### src/rtl/btn_press_conditioner.sv
// ============================================================================
//  Module      : btn_press_conditioner
//  Description : Synchronises and debounces a raw push-button, emitting
//                PRESS / RELEASE / LONG_PRESS / REPEAT pulses and a clean level.
//  Revision    : 1.0 - initial release
// ============================================================================
`timescale 1ns/1ps
`default_nettype none

module btn_press_conditioner #(
    parameter int DEBOUNCE_CYCLES = 4,
    parameter int LONG_CYCLES     = 16,
    parameter int REPEAT_CYCLES   = 8,
    parameter int CNT_W           = 16
) (
    input  logic CLK,
    input  logic BTN_RST,
    input  logic BTN_IN,
    output logic PRESS,
    output logic RELEASE,
    output logic LONG_PRESS,
    output logic REPEAT,
    output logic LEVEL
);

    localparam logic [CNT_W-1:0] C_DB_LAST     = CNT_W'(DEBOUNCE_CYCLES - 1);
    localparam logic [CNT_W-1:0] C_LONG_LAST   = CNT_W'(LONG_CYCLES - 1);
    localparam logic [CNT_W-1:0] C_REPEAT_LAST = CNT_W'(REPEAT_CYCLES - 1);
    localparam logic [CNT_W-1:0] C_ONE         = CNT_W'(1);

    typedef enum logic [2:0] {
        S_IDLE       = 3'd0,
        S_DB_PRESS   = 3'd1,
        S_HELD       = 3'd2,
        S_LONG_HELD  = 3'd3,
        S_DB_RELEASE = 3'd4
    } state_t;

    state_t           r_state;
    logic [CNT_W-1:0] r_cnt;
    logic             r_long;
    logic             r_s1;
    logic             r_s2;
    logic             r_press;
    logic             r_release;
    logic             r_long_press;
    logic             r_repeat;
    logic             r_level;

    always_ff @(posedge CLK) begin
        if (BTN_RST) begin
            r_state      <= S_IDLE;
            r_cnt        <= '0;
            r_long       <= 1'b0;
            r_s1         <= 1'b0;
            r_s2         <= 1'b0;
            r_press      <= 1'b0;
            r_release    <= 1'b0;
            r_long_press <= 1'b0;
            r_repeat     <= 1'b0;
            r_level      <= 1'b0;
        end else begin
            r_s1         <= BTN_IN;
            r_s2         <= r_s1;
            r_press      <= 1'b0;
            r_release    <= 1'b0;
            r_long_press <= 1'b0;
            r_repeat     <= 1'b0;

            case (r_state)
                S_IDLE: begin
                    if (r_s2) begin
                        r_state <= S_DB_PRESS;
                        r_cnt   <= C_ONE;
                    end
                end

                S_DB_PRESS: begin
                    if (!r_s2) begin
                        r_state <= S_IDLE;
                        r_cnt   <= '0;
                    end else if (r_cnt == C_DB_LAST) begin
                        r_state <= S_HELD;
                        r_cnt   <= '0;
                        r_press <= 1'b1;
                        r_long  <= 1'b0;
                        r_level <= 1'b1;
                    end else begin
                        r_cnt <= r_cnt + C_ONE;
                    end
                end

                S_HELD: begin
                    if (!r_s2) begin
                        r_state <= S_DB_RELEASE;
                        r_cnt   <= C_ONE;
                    end else if (r_cnt == C_LONG_LAST) begin
                        r_state      <= S_LONG_HELD;
                        r_cnt        <= '0;
                        r_long_press <= 1'b1;
                        r_long       <= 1'b1;
                    end else begin
                        r_cnt <= r_cnt + C_ONE;
                    end
                end

                S_LONG_HELD: begin
                    if (!r_s2) begin
                        r_state <= S_DB_RELEASE;
                        r_cnt   <= C_ONE;
                    end else if (r_cnt == C_REPEAT_LAST) begin
                        r_cnt    <= '0;
                        r_repeat <= 1'b1;
                    end else begin
                        r_cnt <= r_cnt + C_ONE;
                    end
                end

                S_DB_RELEASE: begin
                    // A bounce back to pressed resumes the hold with a fresh period
                    if (r_s2) begin
                        r_state <= r_long ? S_LONG_HELD : S_HELD;
                        r_cnt   <= '0;
                    end else if (r_cnt == C_DB_LAST) begin
                        r_state   <= S_IDLE;
                        r_cnt     <= '0;
                        r_release <= 1'b1;
                        r_level   <= 1'b0;
                    end else begin
                        r_cnt <= r_cnt + C_ONE;
                    end
                end

                default: begin
                    r_state <= S_IDLE;
                    r_cnt   <= '0;
                    r_level <= 1'b0;
                end
            endcase
        end
    end

    assign PRESS      = r_press;
    assign RELEASE    = r_release;
    assign LONG_PRESS = r_long_press;
    assign REPEAT     = r_repeat;
    assign LEVEL      = r_level;

endmodule

`default_nettype wire
### config.mk
export PLATFORM = sky130hd
export DESIGN_NAME = btn_press_conditioner
export DESIGN_NICKNAME = d
export VERILOG_FILES = /design/src/rtl/btn_press_conditioner.sv
export SDC_FILE = /design/constraint.sdc
export NUM_CORES = 1
export LEC_CHECK = 0
export ABC_AREA = 1
export CAP_MARGIN = 20
export CORE_ASPECT_RATIO = 1.75
export CORE_UTILIZATION = 46
export DETAILED_ROUTE_END_ITERATION = 7
export SLEW_MARGIN = 20
export SYNTH_ARGS = -nofsm -noshare
export SYNTH_HDL_FRONTEND = slang
export SYNTH_SLANG_ARGS = --single-unit
### constraint.sdc
create_clock -name CLK -period 3.1 [get_ports CLK]
set_clock_uncertainty 0.05 [all_clocks]
set_input_delay 0.93 -clock CLK [delete_from_list [all_inputs] [get_ports CLK]]
set_output_delay 0.93 -clock CLK [all_outputs]
set_load 0.01 [all_outputs]
-- After elaboration in Yosys (flattened, before gate mapping)
Cells that the tools add are included.
- input bits: 3
- output and inout port bits: 5
- logic and storage cells: 76
- register bits after elaboration: 27
- reductions and logical operators: 10
- eq/ne operators: 18
- $add $sub $neg: 1
- bitwise logic cells: 6
- muxes and demuxes: 31
- operators with widths (operator ; count):
    2-to-1 mux 16 bit ; 8
    one-hot mux 16 bit (5 select lines) ; 1
    2-to-1 mux 3 bit ; 8
    adder 16 x 1 -> 16 bit (second input constant) ; 1
    == test 16 x 2 -> 1 bit (second input constant) ; 1
    == test 16 x 3 -> 1 bit (second input constant) ; 1
    == test 16 x 4 -> 1 bit (second input constant) ; 1
    inequality test 2 bit (second input constant) ; 8
    one-hot mux 3 bit (5 select lines) ; 1
    AND reduction 5 bit ; 3
    OR reduction 3 bit ; 5
    2-to-1 mux 1 bit ; 11
    inequality test 3 bit (second input constant) ; 3
    == test 3 x 2 -> 1 bit (second input constant) ; 2
    inverter 1 bit ; 6
    == test 3 x 1 -> 1 bit (second input constant) ; 1
    == test 3 bit (second input constant) ; 1
    logical NOT 3 bit ; 1
    one-hot mux 1 bit (3 select lines) ; 1
    one-hot mux 1 bit (2 select lines) ; 1
    nonzero test 2 bit ; 1

-- Longest topological paths before layout
Gate-level depths: netlist of the first run.
- word-level depth: 4
- depth in mapped cells: 12
- mapped depth without buffers: 12

-- Least setup slack after synthesis of the first run
Ideal clock, no wire load.
- path kind: input -> register
- from: input BTN_RST
- to: register r_cnt[4]
- data required time: 2940 ps
- arrival: 1625 ps
- path slack: 1315 ps
- setup time: 110 ps
- stages on the path: 6
- buffers on the path: 1
- cells stage by stage: clkbuf_1 > inv_1 > o21ai_0 > a21oi_1 > nand2_1 > inv_1
- RTL lines (what ; RTL line ; text):
    start, declared ; 17 ; input logic BTN_RST,
    end signal, assigned ; 89 ; r_cnt <= r_cnt + C_ONE;
    end signal, assigned ; 103 ; r_cnt <= r_cnt + C_ONE;
    end signal, assigned ; 115 ; r_cnt <= r_cnt + C_ONE;
    end, declared ; 40 ; logic [CNT_W-1:0] r_cnt;

-- Final worst setup path of the first run
- from: register r_level, in the netlist LEVEL
- to: output LEVEL
- RTL lines (what ; RTL line ; text):
    start, declared ; 48 ; logic r_level;
    start signal, assigned ; 61 ; r_level <= 1'b0;
    start signal, assigned ; 87 ; r_level <= 1'b1;
    start signal, assigned ; 128 ; r_level <= 1'b0;
    end, declared ; 23 ; output logic LEVEL
No word-level cell between the ends.

==> results.cfg, run 1 <==
[outcome]
status = finished, final reports clean

[synth]
synth_top_area_share_pct = 33.5
ys_types = 41
yosys_warnings = 0
synth_adder_area_share_pct = 0.775
avgSynthCellArea_um2 = 7.44
synth_seq_cells = 27
muxShareOfSynthArea_pct = 0
synth_top_family_by_area = simple AND/OR/NAND/NOR gates
synth-xor-area-share_pct = 1.63
synth.cell_area_mm2 = 0.00161
synth_edf_count = 0
seq_area_frac_synth_pct = 33.5
yosysTopAreaCell = dfxtp_1
yosys.area_share.simple_pct = 40.5
ys.flop_type = dfxtp_1
synthCells = 217
synth_compound_area_share_pct = 11.6
synthesis.nets = 221
synth_area_leaders = dfxtp_1 (33%), nand2_1 (7.7%), inv_1 (6.7%)
ys_async_sr_fraction_pct = 0

[finish]
nNetsFinal = 230
final_common_cell = nand2_1
insertedDiodeCount = 0
mostFrequentLayoutCells = nand2_1 (33), inv_1 (29), dfxtp_1 (27)
final_util_pct = 52.3
fillCellCount = 359
areaGrowthSynthToFinish_pct = 8.99
drive_gt1_share_pct = 21.8

[place]
gp_congestion = 0.875
io_buffers = 7
dp_worst_setup_slack_ns = 0.880
hpwl_mm = 2.72

[cts]
clk_pin_slew_ns = 0.09
cts_hold_buf = 0
cts_tree = yes
cts_sinks = 27
cts_buffers = 3
clk_latency_ns = 0.27
clockRootBuffer = clkbuf_8
post_cts_resized = 0
clock_path_buffers = 2
htree_num_levels = 1
postCtsSetupBuffers = 0

[worst_setup_path]
cp-start-kind = flip-flop
r2r.worst_path.cells = 10
crit_buf_inv = 1
slowest_delay_ns = 0.54
reg2reg_slack_ns = 1.33
path_max_fanout = 2
crit_required_ns = 2.12
crit_family = buffers and inverters
r2r_start = r_cnt[0]$_SDFFE_PP0N_
critPathLaunch = LEVEL$_SDFFE_PP0P_
path_class = flip-flop to output port
end_kind = output port
arrival_ns = 1.15
slowest_stage = clkdlybuf4s50_1
path_depth = 1
r2r-end = r_cnt[13]$_SDFFE_PP0N_
path_cells = clkdlybuf4s50_1

[min_path]
min_path_cells = 2
hold_end = r_s2$_SDFF_PP0_
hold_class = flip-flop to flip-flop
hold_start = r_s1$_SDFF_PP0_

[grt]
top_usage_layer = met2
antenna_found_initial = 0
globalRouteOverflowTotal = 0
use_met3_pct = 2.47
grt_pass1_wl_mm = 5.84
grt_util_met2_pct = 39.4
first_global_vias = 1293
track_usage_pct = 21.3
use_met1_pct = 21.9
grt_max_degree = 19

[drt]
drt-total-wl_mm = 3.43
drt_iter0_markers = 51
antenna_left = 0
firstDrtPassIters = 4
wl_per_cell_um = 12.7
route.detailed.drc = 0
vias = 1402
drt-vias-per-instance = 5.19

[sta]
hold_slack_ns = 0.358
max_freq_mhz = 470
setup_violations = 0
final-max-slew-violation-count = 0
timing.final.hold_violations = 0
worst_pin_slew_ns = 0.381
grt_setup_unrepaired = false
fin_setup_tns_ns = 0
fin_crit_sh_pct = 68.7
slew_headroom_pct = 74.5
period_needed_ns = 2.13
setup_slack_ns = 0.971

[floorplanning]
ios = 8
initial_core_util_pct = 48.0
fp.dieW_um = 46.8
die-area_mm2 = 0.00376
core.rowCount = 28
core-area_mm2 = 0.00336
die_y_um = 80.4

[pwr]
peakVddDrop_uv = 284
p_per_area_mw_per_mm2 = 593
design_power_total_w = 0.00104
cellLeakagePower_nw = 0.782

[job]
maxCapViolations = 0
==> synthesized netlist by cell type (2+ instances only) <==
library cell	number
nor2_4	4
a21oi_1	11
nand3_1	15
o211ai_1	3
o21ai_1	3
nor3_1	4
nor2_2	4
nor2_1	24
inv_1	29
xor2_1	3
nor4_1	3
nand4_1	5
nand2_2	11
dfxtp_1	27
nor3_2	2
inv_2	9
nand4_2	2
o21ai_0	3
nand2_1	33
==> worst max-delay path by stage <==
stage	slack, ns	endpoint
2_1_floorplan	1.32	r_cnt[4]$_SDFFE_PP0N_
3_3_place_gp	0.88	r_cnt[4]$_SDFFE_PP0N_
3_5_place_dp	0.88	r_cnt[4]$_SDFFE_PP0N_
4_1_cts	0.95	LEVEL
5_1_grt	0.92	LEVEL
6_report	0.97	LEVEL
==> routing by layer <==
| layer | vias to the layer above | part of all wire, % |
|---|---|---|
| met5 | - | 0 |
| met4 | 0 | 2.2 |
| met3 | 6 | 1.8 |
| met2 | 20 | 59 |
| met1 | 662 | 37 |
| li1 | 714 | - |
==> power by group <==
group,leakage [nW],internal [W],switching [W]
logic,0.541,0.000140,0.000295
registers,0.219,0.000371,0.0000396
clock network,0.0228,0.0000919,0.000105
total,0.782,0.000603,0.000439
==> logic make-up (layout without fill, tap and decap cells) <==
| logic type | after synthesis | after routing |
|---|---|---|
| adder cells (fa/ha/maj) | 1 | 1 |
| buffers and inverters | 43 | 51 |
| AO/OA/AOI/OAI | 28 | 28 |
| XOR/XNOR | 3 | 3 |
| flip-flops | 27 | 27 |
| AND/OR/NAND/NOR | 115 | 115 |
==> area by class of cell <==
type | instances | area [µm²] | share of cell area, %
inverter | 39 | 160 | 9.10
timing repair buffer | 8 | 77.6 | 4.41
multi-input combinational | 147 | 880 | 50.0
tap | 45 | 56.3 | 3.20
sequential | 27 | 541 | 30.7
clock buffer | 4 | 45.0 | 2.56
==> registers in the layout, summed over array words and instances, names as in the netlist <==
signal / cells
PRESS: 1
LEVEL: 1
REPEAT: 1
RELEASE: 1
r_cnt: 16
r_state: 3
LONG_PRESS: 1
r_long: 1
r_s1: 1
r_s2: 1
==> metrics by stage <==
stage / instance area, µm² / std cells
global placement: 1710 / 266
finish: 1760 / 270
CTS: 1760 / 270
detailed placement: 1710 / 266
global route: 1760 / 270
floorplan: 1610 / 217
No activity file was read; power rests on OpenSTA's default activity.
==> run 2, diff against run 1 <==
Clock period 3.1 ns to 2.1 ns, I/O delays scaled along.
==> run 2 against run 1 <==
  * Combinational power grew 49%
  * First-iteration DRC count shrank 49%
  * Flip-flop and latch count is the same
  * Final cell count is the same
  * Non-clock buffer count is the same
  * Global-route usage shrank 0.25 points
  * Clock power grew 50%
  * Core utilization grew 0.11 points
==> results.cfg, run 2 (synthesis results as in run 1) <==
[sta]
final-max-slew-violation-count = 0
worst_pin_slew_ns = 0.382
setup_slack_ns = 0.279
max_freq_mhz = 549
slew_headroom_pct = 74.5
fin_crit_sh_pct = 86.7
setup_violations = 0
timing.final.hold_violations = 0
period_needed_ns = 1.82
fin_setup_tns_ns = 0
grt_setup_unrepaired = false

[finish]
drive_gt1_share_pct = 22.2
largest_register = r_cnt
mostFrequentLayoutCells = nand2_1 (33), inv_1 (29), dfxtp_1 (27)
areaGrowthSynthToFinish_pct = 9.22
final_common_cell = nand2_1
insertedDiodeCount = 0
largest_register_ffs = 16
fillCellCount = 355
reg.largest.list = r_cnt x16, r_state x3
nNetsFinal = 230

[drt]
top_layer = met4
firstDrtPassIters = 4
drt-total-wl_mm = 3.48
drt_iter0_markers = 26
route.met3.wl_um = 67
route.detailed.drc = 0
wl_per_cell_um = 12.9
wl_met2_mm = 1.96
vias = 1398
drt-vias-per-instance = 5.18
wl_met1_mm = 1.32
antenna_left = 0

[grt]
grt_max_degree = 18
first_global_vias = 1364
antenna_found_initial = 0
globalRouteOverflowTotal = 0
track_usage_pct = 21.0
grt_pass1_wl_mm = 5.75

[worst_setup_path]
path_class = flip-flop to output port
cp-start-kind = flip-flop
end_kind = output port
path_max_fanout = 2
arrival_ns = 1.14
path_cells = clkdlybuf4s50_1
crit_family = buffers and inverters
slowest_stage = clkdlybuf4s50_1
slowest_delay_ns = 0.54
crit_required_ns = 1.42
crit_buf_inv = 1

[cts]
postCtsSetupBuffers = 0
clockRootBuffer = clkbuf_8
cts_sinks = 27
cts_hold_buf = 0
clock_path_buffers = 2
cts_buffers = 3
clk_latency_ns = 0.27
post_cts_resized = 0
htree_num_levels = 1
clk_pin_slew_ns = 0.10
cts_tree = yes

[place]
dp_worst_setup_slack_ns = 0.331
hpwl_mm = 2.80
io_buffers = 7
gp_congestion = 0.860

[job]
maxCapViolations = 0

[floorplanning]
core-area_mm2 = 0.00336
fp.dieW_um = 46.8
die_y_um = 80.4
ios = 8
core.rowCount = 28
die-area_mm2 = 0.00376
initial_core_util_pct = 48.0

[outcome]
status = finished, final reports clean

[pwr]
p_per_area_mw_per_mm2 = 878
design_power_total_w = 0.00155
cellLeakagePower_nw = 0.781
peakVddDrop_uv = 401

[min_path]
hold_class = flip-flop to flip-flop
run 2: cell types whose count changed in the layout (fill, tap and decap cells not counted), sizes merged:
cell and change:
clkbuf -1, clkinvlp +1
run 2: worst reg2reg max path, stage by stage, from the launching register on:
cell and delay, ns:
dfxtp_1 0.41, ha_1 0.22, nand2_1 0.08, inv_2 0.09
nand2_2 0.07, nor2_1 0.09, nand2_1 0.12, nand2_2 0.13
nand4_4 0.21, nand4_1 0.19, inv_1 0.05
run 2: path summary, 6_finish.rpt:
check,start,endpoint,slack [ns],cells past startpoint
max,LEVEL$_SDFFE_PP0P_,LEVEL,0.28,1
min,r_s1$_SDFF_PP0_,r_s2$_SDFF_PP0_,0.36,2
max reg2reg,r_cnt[0]$_SDFFE_PP0N_,r_cnt[3]$_SDFFE_PP0N_,0.31,10
min reg2reg,r_s1$_SDFF_PP0_,r_s2$_SDFF_PP0_,0.36,2
run 2: metrics by stage:
stage | area [µm²] | utilization, % | hold WS, ns | std cells
final | 1760 | 52.4 | 0.355 | 270
after global routing | 1760 | 52.4 | 0.378 | 270
after CTS | 1760 | 52.4 | 0.358 | 270
after detailed placement | 1710 | 51.0 | 0.343 | 266
after global placement | 1710 | 51.0 | 0.340 | 266
after floorplan | 1610 | - | 0.338 | 217
run 2: area by class of cell:
| class | instances | area, µm² | share of cell area (%) |
|---|---|---|---|
| clock buffer | 3 | 41.3 | 2.34 |
| clock inverter | 1 | 7.51 | 0.426 |
| inverter | 39 | 160 | 9.08 |
| multi-input combinational | 147 | 880 | 49.9 |
| sequential | 27 | 541 | 30.7 |
| tap | 45 | 56.3 | 3.19 |
| timing repair buffer | 8 | 77.6 | 4.40 |
run 2: layer usage:
metal,vias to the layer above,GRT usage [%]
met4,0,12.0
li1,717,-
met2,22,40.0
met5,-,0
met3,12,1.80
met1,647,19.9
run 2: power breakdown:
part / internal (W) / leakage, nW / total [W] / switching, W
clock network: 0.000135 / 0.0217 / 0.000295 / 0.000160
logic: 0.000207 / 0.541 / 0.000646 / 0.000438
registers: 0.000548 / 0.219 / 0.000608 / 0.0000604
==> run 3, diff against run 2 <==
Settings changed: CORE_UTILIZATION 46 to 58, PLACE_DENSITY set to 0.77.
==> run 3 against run 2 <==
  * Flip-flop and latch count unchanged
  * Design area down 0.99%
  * Count of clock-buffer cells in the layout unchanged
  * Critical path depth unchanged
  * Worst hold slack better by 0.0037 ns
  * Clock power up 2%
  * Final cell count down 6.3%
  * Global-route usage up 5.9 points
  * Largest power group unchanged
==> results.cfg, run 3 (synthesis results as in run 1) <==
[cts]
cts_tree = yes
htree_num_levels = 1
clk_latency_ns = 0.28
post_cts_resized = 0
clock_path_buffers = 2
clk_pin_slew_ns = 0.09
cts_buffers = 3
postCtsSetupBuffers = 0
cts_sinks = 27
clockRootBuffer = clkbuf_8
cts_hold_buf = 0

[worst_setup_path]
r2r-end = r_cnt[9]$_SDFFE_PP0N_
path_class = flip-flop to output port
slowest_delay_ns = 0.54
crit_family = buffers and inverters
r2r_start = r_cnt[0]$_SDFFE_PP0N_
cp-start-kind = flip-flop
path_depth = 1
crit_buf_inv = 1
path_cells = clkdlybuf4s50_1
slowest_stage = clkdlybuf4s50_1
end_kind = output port
critPathLaunch = LEVEL$_SDFFE_PP0P_
path_max_fanout = 2
reg2reg_slack_ns = 0.34
r2r.worst_path.cells = 10
endpoint = LEVEL
crit_required_ns = 1.42
arrival_ns = 1.15

[pwr]
switching_power_w = 0.000673
switching_share_pct = 43.1
internal_power_w = 0.000889
cellLeakagePower_nw = 0.790
p_seq_share_pct = 39.1
p_per_area_mw_per_mm2 = 895
peakVddDrop_uv = 538
clkPwrFrac_pct = 19.2
p_comb_share_pct = 41.7

[sta]
setup_violations = 0
fin_setup_tns_ns = 0
grt_setup_unrepaired = false
timing.final.hold_violations = 0
period_needed_ns = 1.83
fin_crit_sh_pct = 87.2
worst_pin_slew_ns = 0.395
final-max-slew-violation-count = 0
slew_headroom_pct = 73.7
max_freq_mhz = 546

[finish]
regArea_um2 = 541
areaGrowthSynthToFinish_pct = 8.14
nNetsFinal = 231
insertedDiodeCount = 0
mostFrequentLayoutCells = nand2_1 (33), inv_1 (29), dfxtp_1 (27)
multi_input_area_um2 = 880
reg.largest.list = r_cnt x16, r_state x3
largest_register_ffs = 16
drive_gt1_share_pct = 22.6
final_util_pct = 65.6
largest_register = r_cnt
fillCellCount = 243
final_common_cell = nand2_1

[grt]
top_usage_layer = met2
grt_max_degree = 16
first_global_vias = 1404
globalRouteOverflowTotal = 0
grt_pass1_wl_mm = 6.12
use_met1_pct = 26.4
grt_util_met2_pct = 49.7
track_usage_pct = 27.0
antenna_found_initial = 0
use_met3_pct = 4.28

[drt]
wl_per_cell_um = 13.9
drt-vias-per-instance = 5.55
drt_iter0_markers = 38
drt-total-wl_mm = 3.52
antenna_left = 0
vias = 1403
firstDrtPassIters = 4
route.detailed.drc = 0

[job]
maxCapViolations = 0

[floorplanning]
fp.dieW_um = 41.9
die-area_mm2 = 0.00301
initial_core_util_pct = 60.7
die_y_um = 71.8
core.rowCount = 25
ios = 8
core-area_mm2 = 0.00266

[min_path]
hold_class = flip-flop to flip-flop

[outcome]
status = finished, final reports clean

[place]
hpwl_mm = 2.79
io_buffers = 7
gp_congestion = 0.930
==> run 3: worst min-delay path by stage <==
stage | endpoint | slack [ns] | from | depth (start not counted)
3_3_place_gp | r_s2$_SDFF_PP0_ | 0.34 | r_s1$_SDFF_PP0_ | 2
4_1_cts | r_s2$_SDFF_PP0_ | 0.36 | r_s1$_SDFF_PP0_ | 2
6_report | r_s2$_SDFF_PP0_ | 0.36 | r_s1$_SDFF_PP0_ | 2
3_5_place_dp | r_s2$_SDFF_PP0_ | 0.35 | r_s1$_SDFF_PP0_ | 2
2_1_floorplan | r_s2$_SDFF_PP0_ | 0.34 | r_s1$_SDFF_PP0_ | 2
5_1_grt | r_s2$_SDFF_PP0_ | 0.40 | r_s1$_SDFF_PP0_ | 2
==> run 3: stage by stage <==
step | instances | worst slack [ns] | instance area (µm²) | hold slack [ns] | power (W)
2_1_floorplan | 217 | 0.561 | 1610 | 0.338 | 0.00120
3_3_place_gp | 249 | 0.389 | 1700 | 0.342 | 0.00125
3_5_place_dp | 249 | 0.360 | 1700 | 0.348 | 0.00127
4_1_cts | 253 | 0.255 | 1750 | 0.361 | 0.00157
5_1_grt | 253 | 0.150 | 1750 | 0.397 | 0.00167
6_report | 253 | 0.268 | 1750 | 0.359 | 0.00156
==> run 3: power groups by stage <==
| stage | clock network [W] | logic [W] | registers (W) |
|---|---|---|---|
| floorplan | 0 | 0.000598 | 0.000597 |
| detailed placement | 0 | 0.000649 | 0.000620 |
| global route | 0.000323 | 0.000730 | 0.000619 |
| finish | 0.000300 | 0.000652 | 0.000610 |
| CTS | 0.000305 | 0.000652 | 0.000609 |
| global placement | 0 | 0.000633 | 0.000618 |
==> run 3: cell type report <==
class / instances / share of cell area [%]
multi-input cells: 147 / 50.4
flip-flops and latches: 27 / 31.0
inverters: 39 / 9.18
repair buffers: 9 / 4.87
clock buffers: 3 / 2.37
well taps: 27 / 1.94
clock inverters: 1 / 0.287
==> run 3: metal layers <==
layer / vias up / wire length, µm
met5: - / 0
met3: 16 / 66
met2: 23 / 1970
li1: 720 / -
met1: 644 / 1300
met4: 0 / 170
